**src/rtl/cfg_frame_sequencer_if.sv**
```systemverilog
// Bitstream-in / decoder-out bundle of the configuration frame sequencer.
// master is the bitstream source side, slave is the sequencer.
interface cfg_frame_sequencer_if #(
    parameter int ADDR_WIDTH = 5,
    parameter int NUM_FRAMES = 29
);
    localparam int FCW = $clog2(NUM_FRAMES + 1);

    logic                  cfg_start;
    logic                  cfg_bit;
    logic                  cfg_bit_valid;
    logic                  cfg_bit_ready;
    logic                  dec_enable;
    logic [0:ADDR_WIDTH-1] dec_address;
    logic                  dec_data_in;
    logic                  cfg_busy;
    logic                  cfg_done;
    logic                  cfg_addr_err;
    logic [FCW-1:0]        frame_count;

    modport master (
        output cfg_start, cfg_bit, cfg_bit_valid,
        input  cfg_bit_ready, dec_enable, dec_address, dec_data_in,
               cfg_busy, cfg_done, cfg_addr_err, frame_count
    );

    modport slave (
        input  cfg_start, cfg_bit, cfg_bit_valid,
        output cfg_bit_ready, dec_enable, dec_address, dec_data_in,
               cfg_busy, cfg_done, cfg_addr_err, frame_count
    );
endinterface

```
**src/rtl/cfg_frame_sequencer.sv**
```systemverilog
// Bit-serial configuration sequencer: shifts {address LSB-first, data} frames in
// and strobes the data-in address decoder once per frame.
module cfg_frame_sequencer #(
    parameter int ADDR_WIDTH   = 5,
    parameter int NUM_OUTPUTS  = 29,
    parameter int NUM_FRAMES   = 29,
    parameter int WRITE_CYCLES = 1
) (
    input  logic                 prog_clk,
    input  logic                 prog_reset_n,
    cfg_frame_sequencer_if.slave bus
);
    localparam int BCW = $clog2(ADDR_WIDTH + 1);
    localparam int WCW = (WRITE_CYCLES > 1) ? $clog2(WRITE_CYCLES) : 1;
    localparam int FCW = $clog2(NUM_FRAMES + 1);
    localparam logic [ADDR_WIDTH:0] OUT_LIM = NUM_OUTPUTS[ADDR_WIDTH:0];

    typedef enum logic [2:0] {IDLE, LOAD, WRITE, HOLD, DONE} state_t;

    state_t                state, state_nxt;
    logic [BCW-1:0]        bit_cnt;
    logic [WCW-1:0]        wr_cnt;
    logic [ADDR_WIDTH-1:0] addr_val;
    logic                  accept, data_bit, addr_ok, write_last, frame_last, start_ok;
    logic                  ready_d, busy_d, enable_d, done_d;

    // dec_address is declared [0:N-1] with index 0 as LSB; rebuild the numeric value
    always_comb begin
        addr_val = '0;
        for (int k = 0; k < ADDR_WIDTH; k++) addr_val[k] = bus.dec_address[k];
    end

    assign addr_ok    = {1'b0, addr_val} < OUT_LIM;
    assign accept     = bus.cfg_bit_valid && bus.cfg_bit_ready && (state == LOAD);
    assign data_bit   = (bit_cnt == BCW'(ADDR_WIDTH));
    assign write_last = (wr_cnt == WCW'(WRITE_CYCLES - 1));
    assign frame_last = (bus.frame_count == FCW'(NUM_FRAMES - 1));
    assign start_ok   = bus.cfg_start && ((state == IDLE) || (state == DONE));

    always_ff @(posedge prog_clk or negedge prog_reset_n) begin
        if (!prog_reset_n) begin
            state             <= IDLE;
            bus.cfg_bit_ready <= 1'b0;
            bus.cfg_busy      <= 1'b0;
            bus.dec_enable    <= 1'b0;
            bus.cfg_done      <= 1'b0;
        end else begin
            state             <= state_nxt;
            bus.cfg_bit_ready <= ready_d;
            bus.cfg_busy      <= busy_d;
            bus.dec_enable    <= enable_d;
            bus.cfg_done      <= done_d;
        end
    end

    always_comb begin
        state_nxt = state;
        case (state)
            IDLE, DONE: if (bus.cfg_start) state_nxt = LOAD;
            LOAD:       if (accept && data_bit) state_nxt = WRITE;
            WRITE:      if (write_last) state_nxt = HOLD;
            HOLD:       state_nxt = frame_last ? DONE : LOAD;
            default:    state_nxt = IDLE;
        endcase
    end

    // Flags are registered from the next state so they line up with the state register
    always_comb begin
        ready_d  = (state_nxt == LOAD);
        busy_d   = (state_nxt == LOAD) || (state_nxt == WRITE) || (state_nxt == HOLD);
        enable_d = (state_nxt == WRITE) && addr_ok;
        done_d   = (state_nxt == DONE);
    end

    always_ff @(posedge prog_clk or negedge prog_reset_n) begin
        if (!prog_reset_n) begin
            bit_cnt          <= '0;
            wr_cnt           <= '0;
            bus.dec_address  <= '0;
            bus.dec_data_in  <= 1'b0;
            bus.cfg_addr_err <= 1'b0;
            bus.frame_count  <= '0;
        end else begin
            if (start_ok) begin
                bit_cnt          <= '0;
                bus.frame_count  <= '0;
                bus.cfg_addr_err <= 1'b0;
            end
            if (accept) begin
                if (data_bit) begin
                    bus.dec_data_in <= bus.cfg_bit;
                    bit_cnt         <= '0;
                    if (!addr_ok) bus.cfg_addr_err <= 1'b1;
                end else begin
                    for (int k = 0; k < ADDR_WIDTH; k++)
                        if (bit_cnt == BCW'(k)) bus.dec_address[k] <= bus.cfg_bit;
                    bit_cnt <= bit_cnt + 1'b1;
                end
            end
            if (state == WRITE) wr_cnt <= write_last ? '0 : wr_cnt + 1'b1;
            else                wr_cnt <= '0;
            if (state == HOLD) bus.frame_count <= bus.frame_count + 1'b1;
        end
    end
endmodule

```
**src/flat_wrapper.sv**
```systemverilog
// flat-port wrapper written by rule: the top's interface ports become plain ports
module cfg_frame_sequencer_flat 
#(
    parameter int ADDR_WIDTH   = 5,
    parameter int NUM_OUTPUTS  = 29,
    parameter int NUM_FRAMES   = 29,
    parameter int WRITE_CYCLES = 1
)
  (prog_clk, prog_reset_n, bus_cfg_start, bus_cfg_bit, bus_cfg_bit_valid, bus_cfg_bit_ready, bus_dec_enable, bus_dec_address, bus_dec_data_in, bus_cfg_busy, bus_cfg_done, bus_cfg_addr_err, bus_frame_count);
  cfg_frame_sequencer_if #(.ADDR_WIDTH(ADDR_WIDTH), .NUM_FRAMES(NUM_FRAMES)) bus_i ();
  input  logic prog_clk;
  input  logic prog_reset_n;
  input wire logic [$bits(bus_i.cfg_start)-1:0] bus_cfg_start;
  input wire logic [$bits(bus_i.cfg_bit)-1:0] bus_cfg_bit;
  input wire logic [$bits(bus_i.cfg_bit_valid)-1:0] bus_cfg_bit_valid;
  output wire logic [$bits(bus_i.cfg_bit_ready)-1:0] bus_cfg_bit_ready;
  output wire logic [$bits(bus_i.dec_enable)-1:0] bus_dec_enable;
  output wire logic [$bits(bus_i.dec_address)-1:0] bus_dec_address;
  output wire logic [$bits(bus_i.dec_data_in)-1:0] bus_dec_data_in;
  output wire logic [$bits(bus_i.cfg_busy)-1:0] bus_cfg_busy;
  output wire logic [$bits(bus_i.cfg_done)-1:0] bus_cfg_done;
  output wire logic [$bits(bus_i.cfg_addr_err)-1:0] bus_cfg_addr_err;
  output wire logic [$bits(bus_i.frame_count)-1:0] bus_frame_count;
  assign bus_i.cfg_start = bus_cfg_start;
  assign bus_i.cfg_bit = bus_cfg_bit;
  assign bus_i.cfg_bit_valid = bus_cfg_bit_valid;
  assign bus_cfg_bit_ready = bus_i.cfg_bit_ready;
  assign bus_dec_enable = bus_i.dec_enable;
  assign bus_dec_address = bus_i.dec_address;
  assign bus_dec_data_in = bus_i.dec_data_in;
  assign bus_cfg_busy = bus_i.cfg_busy;
  assign bus_cfg_done = bus_i.cfg_done;
  assign bus_cfg_addr_err = bus_i.cfg_addr_err;
  assign bus_frame_count = bus_i.frame_count;
  cfg_frame_sequencer #(.ADDR_WIDTH(ADDR_WIDTH), .NUM_OUTPUTS(NUM_OUTPUTS), .NUM_FRAMES(NUM_FRAMES), .WRITE_CYCLES(WRITE_CYCLES)) u_core (.prog_clk(prog_clk), .prog_reset_n(prog_reset_n), .bus(bus_i));
endmodule
```
**config.mk**
```make
export PLATFORM = sky130hd
export DESIGN_NAME = cfg_frame_sequencer_flat
export DESIGN_NICKNAME = d
export VERILOG_FILES = /design/src/rtl/cfg_frame_sequencer_if.sv /design/src/rtl/cfg_frame_sequencer.sv /design/src/flat_wrapper.sv
export SDC_FILE = /design/constraint.sdc
export NUM_CORES = 1
export LEC_CHECK = 0
export ABC_CLOCK_PERIOD_IN_PS = 4700
export CORE_UTILIZATION = 54
export DETAILED_ROUTE_END_ITERATION = 8
export PLACE_DENSITY = 0.92
export SLEW_MARGIN = 10
export SYNTH_ARGS = -nofsm -noshare
export SYNTH_HDL_FRONTEND = slang
export SYNTH_SLANG_ARGS = --single-unit
```
**constraint.sdc**
```tcl
create_clock -name prog_clk -period 4.7 [get_ports prog_clk]
set_input_delay 1.41 -clock prog_clk [delete_from_list [all_inputs] [get_ports prog_clk]]
set_output_delay 1.41 -clock prog_clk [all_outputs]
set_load 0.05 [all_outputs]
```
# [Word level (Yosys, flattened, before mapping)]
# Cells that the tools add are included.
# Widths: inputs -> output; s select.
[totals] ff_bits=23 input_bits=5 elab_cells=69
[classes] add_sub_neg=3 magnitude_cmp=1 n_eq_ne=14 mux=16 bitwise_logic=1 reduce_logical=19
[ops] cell="$mux 3" count=7
[ops] cell="$eq 3x2->1 const B" count=6
[ops] cell="$reduce_and 3->1" count=5
[ops] cell="$eq 3x3->1 const B" count=4
[ops] cell="$pmux 3 s4" count=1
[ops] cell="$mux 5" count=2
[ops] cell="$eq 3x1->1 const B" count=3
[ops] cell="$logic_not 3->1" count=2
[ops] cell="$mux 1" count=6
[ops] cell="$add 5x1->5 const B" count=1
[ops] cell="$eq 5x5->1 const B" count=1
[ops] cell="$logic_and 1x1->1" count=5
[ops] cell="$lt 5x5->1 const B" count=1
[ops] cell="$reduce_bool 2->1" count=2
[ops] cell="$add 3x1->3 const B" count=1
[ops] cell="$logic_or 1x1->1" count=3
[ops] cell="$reduce_and 2->1" count=1
[ops] cell="$reduce_or 2->1" count=1
[ops] cell="$add 1x1->1 const B" count=1
[ops] cell="$not 1->1" count=1

# [Depth between registers and ports, before layout]
# Gate-level depths: netlist of the first run.
[logic_depth] depth_word=8 ltp_mapped=6 ltp_nobuf=6

# [Worst setup path after synthesis of the first run]
# No wires, ideal clock.
[synth_timing] path_type="input -> register" from="input bus_cfg_bit_valid" to="register u_core.bus.dec_address[2]" arrival_time_ns=2.497 path_slack_ns=2.075 cell_stages=5 cell_sequence="nand2_1 -> or3_4 -> buf_6 -> nor4b_4 -> mux2_1"
[synth_between] elab_chain_len=3
[synth_rtl] element="start: declaration" line="flat_wrapper.sv:15" source="input wire logic [$bits(bus_i.cfg_bit_valid)-1:0] bus_cfg_bit_valid;"
[synth_rtl] element="$logic_and 1x1->1 (2 in series)" line="cfg_frame_sequencer.sv:34" source="assign accept = bus.cfg_bit_valid && bus.cfg_bit_ready && (state == LOAD);"
[synth_rtl] element="$reduce_and 3->1 (no source line)"
[synth_rtl] element="end signal: indexed assignment" line="cfg_frame_sequencer.sv:96" source="if (bit_cnt == BCW'(k)) bus.dec_address[k] <= bus.cfg_bit;"
[synth_rtl] element="end: declaration" line="cfg_frame_sequencer_if.sv:29" source="output cfg_bit_ready, dec_enable, dec_address, dec_data_in,"
# Every way passes these cells.
# A chain may end at the register's enable or synchronous reset.

# [Worst setup path in the final report of the first run]
[layout_timing] from="register u_core.bus.frame_count[0] in the netlist's numbering" to="output bus_frame_count[0]"
[layout_lines] element="start: declaration" line="cfg_frame_sequencer_if.sv:30" source="cfg_busy, cfg_done, cfg_addr_err, frame_count"
[layout_lines] element="start signal: assignment" line="cfg_frame_sequencer.sv:102" source="if (state == HOLD) bus.frame_count <= bus.frame_count + 1'b1;"
[layout_lines] element="end: declaration" line="flat_wrapper.sv:23" source="output wire logic [$bits(bus_i.frame_count)-1:0] bus_frame_count;"
# No word-level cell between the ends.

==> out/metrics.yaml, run 1 <==
yosys_warnings: 0
worstMarginPinSlew_ns: 0.945
crit_buf_inv: 1
syn_avg_cell_area_um2: 11.3
place_congestion: 0.813
dr.pass1.iters: 4
finalPower_mw: 0.857
placed_cells: 138
reg2regPathDepth: 4
path_delay_family: "buffers and inverters"
maxCapViolCount: 0
clock_sinks: 22
ys_ff_latch: 22
hold_violations: 0
postRouteWirelength_um: 2020
arrival_ns: 1.57
path_cells: "clkdlybuf4s50_1"
cts_setup_buffers: 0
final_area_um2: 1340
drc: 0
fmax_mhz: 335
startpoint: "u_core.bus.frame_count[0]"
nets: 126
slowest_stage: "clkdlybuf4s50_1"
grt_antenna_before_repair: 0
async_reset_ff_share_pct: 100
outcome: "complete, no violations"
grt_max_degree: 23
r2r_start: "u_core.state[0]"
overflow: 0
drt-initial-drc-count: 21
cts_tree: "built"
ctsResizeCount: 0
cp_num_cells: 1
cpPeakStageDelay_ns: 0.83
diodes: 0
fp-row-count: 15
grt_pass1_wl_um: 3230
vias_per_cell: 5.66
grt_pass1_vias: 711
path_max_fanout: 6
hold_buffers: 0
start_util_pct: 60.3
dieArea_um2: 2220
die_w_um: 47.1
cts_buffer_depth: 2
fin_setup_tns_ns: 0
layout_common_cells: "22 x dfrtp_1, 20 x clkdlybuf4s50_1, 9 x nand2_1"
final_common_cell: "dfrtp_1"
port_buffers: 20
gr-usage-all-layers_pct: 21.0
rsz0062_at_grt: "no"
pin_count: 21
p_leak_nw: 0.569
required_ns: 3.29
synth_edf_count: 0
clkLatencyLatePin_ns: 0.30
endpoint: "bus_frame_count[0]"
fp.dieH_um: 47.1
drive_gt1_share_pct: 11.1
r2r-end: "u_core.bus.dec_address[1]"
reg2reg_slack_ns: 2.82
whs_ns: 0.505
pwr_density_cell_nw_per_um2: 640
coreArea_um2: 1820
num_vias: 804
slew_violations: 0
finalClockSkew_ns: 0.00603
synthFlopType: "dfrtp_1"
cts-root-buf: "clkbuf_4"
cp-end-kind: "output pin"
area_growth_pct: 21.9
syn_area_um2: 1100
post-place-ws_ns: 1.52
instances_no_fill: 142
fin_crit_sh_pct: 63.5
fin_ws_ns: 1.72
ys_seq_area_share_pct: 50.2
synth_fp_nets: 105
critPathLaunchType: "flip-flop"
fin_util_pct: 73.5
ant_nets: 0
min_period_ns: 2.98
min_path_type: "flip-flop to flip-flop"
cts.htree.levels: 1
slew_headroom_pct: 36.8
finalSetupViolCount: 0
placed_area_um2: 1300
irDropWorstVdd_v: 0.000539
syn_inst: 97
hpwl_um: 1530
cts_buffers: 3
clkTransAtPathRegs_ns: 0.12
critPathKind: "flip-flop to output pin"
wl_per_cell_um: 14.2
yosysUniqueCellTypes: 34
worst min path at each step:
stage | start | to | slack, ns | cells past startpoint
2_1_floorplan | u_core.state[0] | u_core.bus.cfg_done | 0.57 | 2
3_3_place_gp | u_core.bus.cfg_addr_err | u_core.bus.cfg_addr_err | 0.46 | 2
3_5_place_dp | u_core.bus.cfg_addr_err | u_core.bus.cfg_addr_err | 0.49 | 2
4_1_cts | u_core.bus.cfg_addr_err | u_core.bus.cfg_addr_err | 0.51 | 2
5_1_grt | u_core.bus.cfg_addr_err | u_core.bus.cfg_addr_err | 0.55 | 2
6_report | u_core.bus.cfg_addr_err | u_core.bus.cfg_addr_err | 0.50 | 2
where the power goes:
part	internal [mW]	switching, mW
clock network	0.0472	0.0533
logic	0.161	0.264
registers	0.250	0.0804
routing by layer:
layer	routed length (um)	GRT usage [%]	vias to the layer above	share of wire, %
met5	0	0	-	0
met4	0	6.86	0	0
met3	57	3.46	0	2.8
met2	1030	34.4	17	51
met1	932	28.6	403	46
li1	-	-	384	-
flip-flops by register name, summed over array words and instances, names as in the netlist, 3 cells and up:
register	count
u_core.bus.dec_address	5
u_core.bus.frame_count	5
u_core.state	3
u_core.bit_cnt	3
cells by family (layout without fill, tap and decap cells):
| kind of cell | after synthesis | count (layout) | share of synthesized area [%] |
|---|---|---|---|
| fa+ha+maj | 3 | 3 | 3.42 |
| flops | 22 | 22 | 50.2 |
| buf+inv | 9 | 29 | 4.22 |
| xor+xnor | 2 | 2 | 1.60 |
| simple gates | 36 | 36 | 22.9 |
| compound gates | 17 | 17 | 9.69 |
| mux | 8 | 8 | 7.98 |
area by class of cell:
type,count,area (um2)
clock buffer,4,36.3
multi-input combinational,66,500
sequential,22,551
tap,25,31.3
fill,130,483
timing repair buffer,20,200
inverter,5,18.8
cells in the mapped netlist, types with 2 or more instances:
| cell | instances | area share (%) |
|---|---|---|
| a21o_1 | 2 | 1.4 |
| nand2b_1 | 3 | 1.7 |
| nor4_2 | 3 | 3.4 |
| dfrtp_1 | 22 | 50 |
| o31ai_1 | 3 | 2.1 |
| nand3_1 | 5 | 2.3 |
| mux2_2 | 2 | 2.1 |
| nand3b_1 | 2 | 1.4 |
| nor2_1 | 4 | 1.4 |
| mux2_1 | 4 | 4.1 |
| mux2i_1 | 2 | 1.8 |
| xor2_1 | 2 | 1.6 |
| nand2_1 | 9 | 3.1 |
| o21ai_0 | 8 | 3.6 |
| ha_1 | 3 | 3.4 |
| inv_1 | 5 | 1.7 |
Power figures use the tool's default switching activity.
==> run 2, diff against run 1 <==
--- a/config.mk
+++ b/config.mk
@@ -5,10 +5,10 @@
 export SDC_FILE = /design/constraint.sdc
 export NUM_CORES = 1
 export LEC_CHECK = 0
-export ABC_CLOCK_PERIOD_IN_PS = 4700
-export CORE_UTILIZATION = 54
+export ABC_CLOCK_PERIOD_IN_PS = 2700
+export CORE_UTILIZATION = 45
 export DETAILED_ROUTE_END_ITERATION = 8
-export PLACE_DENSITY = 0.92
+export PLACE_DENSITY = 0.82
 export SLEW_MARGIN = 10
 export SYNTH_ARGS = -nofsm -noshare
 export SYNTH_HDL_FRONTEND = slang
==> constraint.sdc (replaced) <==
create_clock -name prog_clk -period 2.7 [get_ports prog_clk]
set_input_delay 0.81 -clock prog_clk [delete_from_list [all_inputs] [get_ports prog_clk]]
set_output_delay 0.81 -clock prog_clk [all_outputs]
set_load 0.05 [all_outputs]
==> run 2 against run 1 <==
  * Clock power increased by 41%
  * Worst hold slack improved by 0.00087 ns
  * Clock skew decreased by 0.0036 ns
  * Largest power group unchanged
  * Global-route usage decreased by 2.1 points
==> out/metrics.yaml, run 2 (same netlist as run 1, synthesis figures left out) <==
outcome: "complete, no violations"  # unchanged
path_cells: "clkdlybuf4s50_1"  # unchanged
hold_buffers: 0  # unchanged
irDropWorstVdd_v: 0.000644  # was 0.000539 V
clock_sinks: 22  # unchanged
layout_common_cells: "22 x dfrtp_1, 20 x clkdlybuf4s50_1, 9 x nand2_1"  # unchanged
path_max_fanout: 6  # unchanged
pwr_density_cell_nw_per_um2: 1090  # was 640 nW/um2
critPathKind: "flip-flop to output pin"  # unchanged
fmax_mhz: 418
p_sw_mw: 0.690  # was 0.398 mW
grt_pass1_wl_um: 3650  # was 3230 um
pin_count: 21  # unchanged
coreArea_um2: 2250  # was 1820 um2
start_util_pct: 48.7  # was 60.3%
cts.htree.levels: 1  # unchanged
instances_no_fill: 145  # was 142
cpPeakStageDelay_ns: 0.84  # was 0.83 ns
reg2reg_slack_ns: 0.83  # was 2.82 ns
fin_crit_sh_pct: 88.7
p_int_mw: 0.770  # was 0.459 mW
required_ns: 1.89  # was 3.29 ns
top_regs: "u_core.bus.dec_address: 5 flops, u_core.bus.frame_count: 5 flops"  # unchanged
hold_end: "u_core.bus.cfg_addr_err"  # unchanged
comb_power_share_pct: 51.0  # was 49.7%
placed_area_um2: 1310  # was 1300 um2
fin_ws_ns: 0.305  # was 1.72 ns
slowest_stage: "clkdlybuf4s50_1"  # unchanged
clkTransAtPathRegs_ns: 0.11  # was 0.12 ns
arrival_ns: 1.58  # was 1.57 ns
cp-end-kind: "output pin"  # unchanged
ant_nets: 0  # unchanged
cts_buffers: 3  # unchanged
final_common_cell: "dfrtp_1"  # unchanged
p_leak_nw: 0.566  # was 0.569 nW
rsz0062_at_grt: "no"  # unchanged
grt_antenna_before_repair: 0  # unchanged
cts_tree: "built"  # unchanged
port_buffers: 20  # unchanged
wl_met1_um: 875  # was 932 um
grt_max_degree: 23  # unchanged
drc: 0  # unchanged
slew_headroom_pct: 65.9  # was 36.8%
path_delay_family: "buffers and inverters"  # unchanged
hold_violations: 0  # unchanged
finalClockSkew_ns: 0.00239  # was 0.00603 ns
gr-usage-all-layers_pct: 18.9  # was 21.0%
cts_setup_buffers: 0  # unchanged
r2r-end: "u_core.bus.dec_address[1]"  # unchanged
min_period_ns: 2.39
nets: 127  # was 126
cts-root-buf: "clkbuf_4"  # unchanged
fp-row-count: 17  # was 15
post-place-ws_ns: 0.137  # was 1.52 ns
seqPwrFrac_pct: 39.3  # was 38.6%
cts_buffer_depth: 2  # unchanged
critPathLaunchType: "flip-flop"  # unchanged
diodes: 0  # unchanged
maxUsedRoutingLayer: "met4"  # was met3
power_frac_clock_pct: 9.7  # was 11.7%
wl_met2_um: 1070  # was 1030 um
wl_per_cell_um: 14.2  # about the same
placed_cells: 142  # was 138
drt-initial-drc-count: 9  # was 21
vias_per_cell: 5.46  # was 5.66
area_growth_pct: 21.7  # was 21.9%
worstHoldStart: "u_core.bus.cfg_addr_err"  # unchanged
slew_violations: 0  # unchanged
num_vias: 792  # was 804
grt_pass1_vias: 816  # was 711
maxCapViolCount: 0  # unchanged
finalSetupViolCount: 0  # unchanged
postRouteWirelength_um: 2060  # was 2020 um
fp.dieH_um: 51.4  # was 47.1 um
die_w_um: 51.4  # was 47.1 um
place_congestion: 0.828  # was 0.813
worstMarginPinSlew_ns: 0.510  # was 0.945 ns
hpwl_um: 1590  # was 1530 um
reg2regPathDepth: 4  # unchanged
overflow: 0  # unchanged
fin_setup_tns_ns: 0  # unchanged
fin_util_pct: 59.2  # was 73.5%
ctsResizeCount: 0  # unchanged
dr.pass1.iters: 4  # unchanged
r2r_start: "u_core.state[0]"  # unchanged
clkLatencyLatePin_ns: 0.30  # about the same
dieArea_um2: 2640  # was 2220 um2
min_path_type: "flip-flop to flip-flop"  # unchanged
final_area_um2: 1340  # about the same
switching_share_pct: 47.3  # was 46.5%
drive_gt1_share_pct: 11.1  # unchanged
crit_buf_inv: 1  # unchanged
wl_met3_um: 57  # unchanged
whs_path_depth: 2  # unchanged
run 2: cell count changes in the layout (fill, tap and decap cells not counted), sizes merged:
cell / previous run / this run
buf: 0 / 1
clkbuf: 4 / 3
run 2: cell type report:
cell class              instances  area [um2]
clock buffers                   3        22.5
fillers                       211         920
inverters                       5        18.8
multi-input cells              66         500
flip-flops and latches         22         551
well taps                      28        35.0
repair buffers                 21         208
run 2: how the worst max path moves through the flow:
| stage | endpoint | depth (start not counted) | slack [ns] | from |
|---|---|---|---|---|
| 3_5_place_dp | u_core.bus.dec_address[1] | 5 | 0.14 | bus_cfg_bit_valid |
| 3_3_place_gp | u_core.bus.dec_address[1] | 5 | 0.19 | bus_cfg_bit_valid |
| 5_1_grt | bus_frame_count[1] | 1 | 0.26 | u_core.bus.frame_count[1] |
| 6_report | bus_frame_count[2] | 1 | 0.31 | u_core.bus.frame_count[2] |
| 2_1_floorplan | u_core.bus.dec_address[2] | 5 | 0.68 | bus_cfg_bit_valid |
| 4_1_cts | bus_frame_count[1] | 1 | 0.30 | u_core.bus.frame_count[1] |
run 2: power by group through the flow:
stage	Clock (mW)	Sequential (mW)	Combinational [mW]
floorplan	0	0.797	0.313
global placement	0	0.573	0.729
detailed placement	0	0.582	0.751
CTS	0.150	0.575	0.753
global route	0.161	0.597	0.797
finish	0.142	0.574	0.745
run 2: per-layer routing:
layer	up-vias	GRT usage (%)
met2	15	32.0
met3	6	2.98
met5	-	0
met4	0	13.1
met1	385	21.5
li1	386	-
run 2: through the flow:
step                      hold slack (ns)  power [mW]
final                               0.505        1.46
after floorplan                     0.514        1.11
after global placement              0.464        1.30
after CTS                           0.521        1.48
after global routing                0.552        1.55
after detailed placement            0.494        1.33
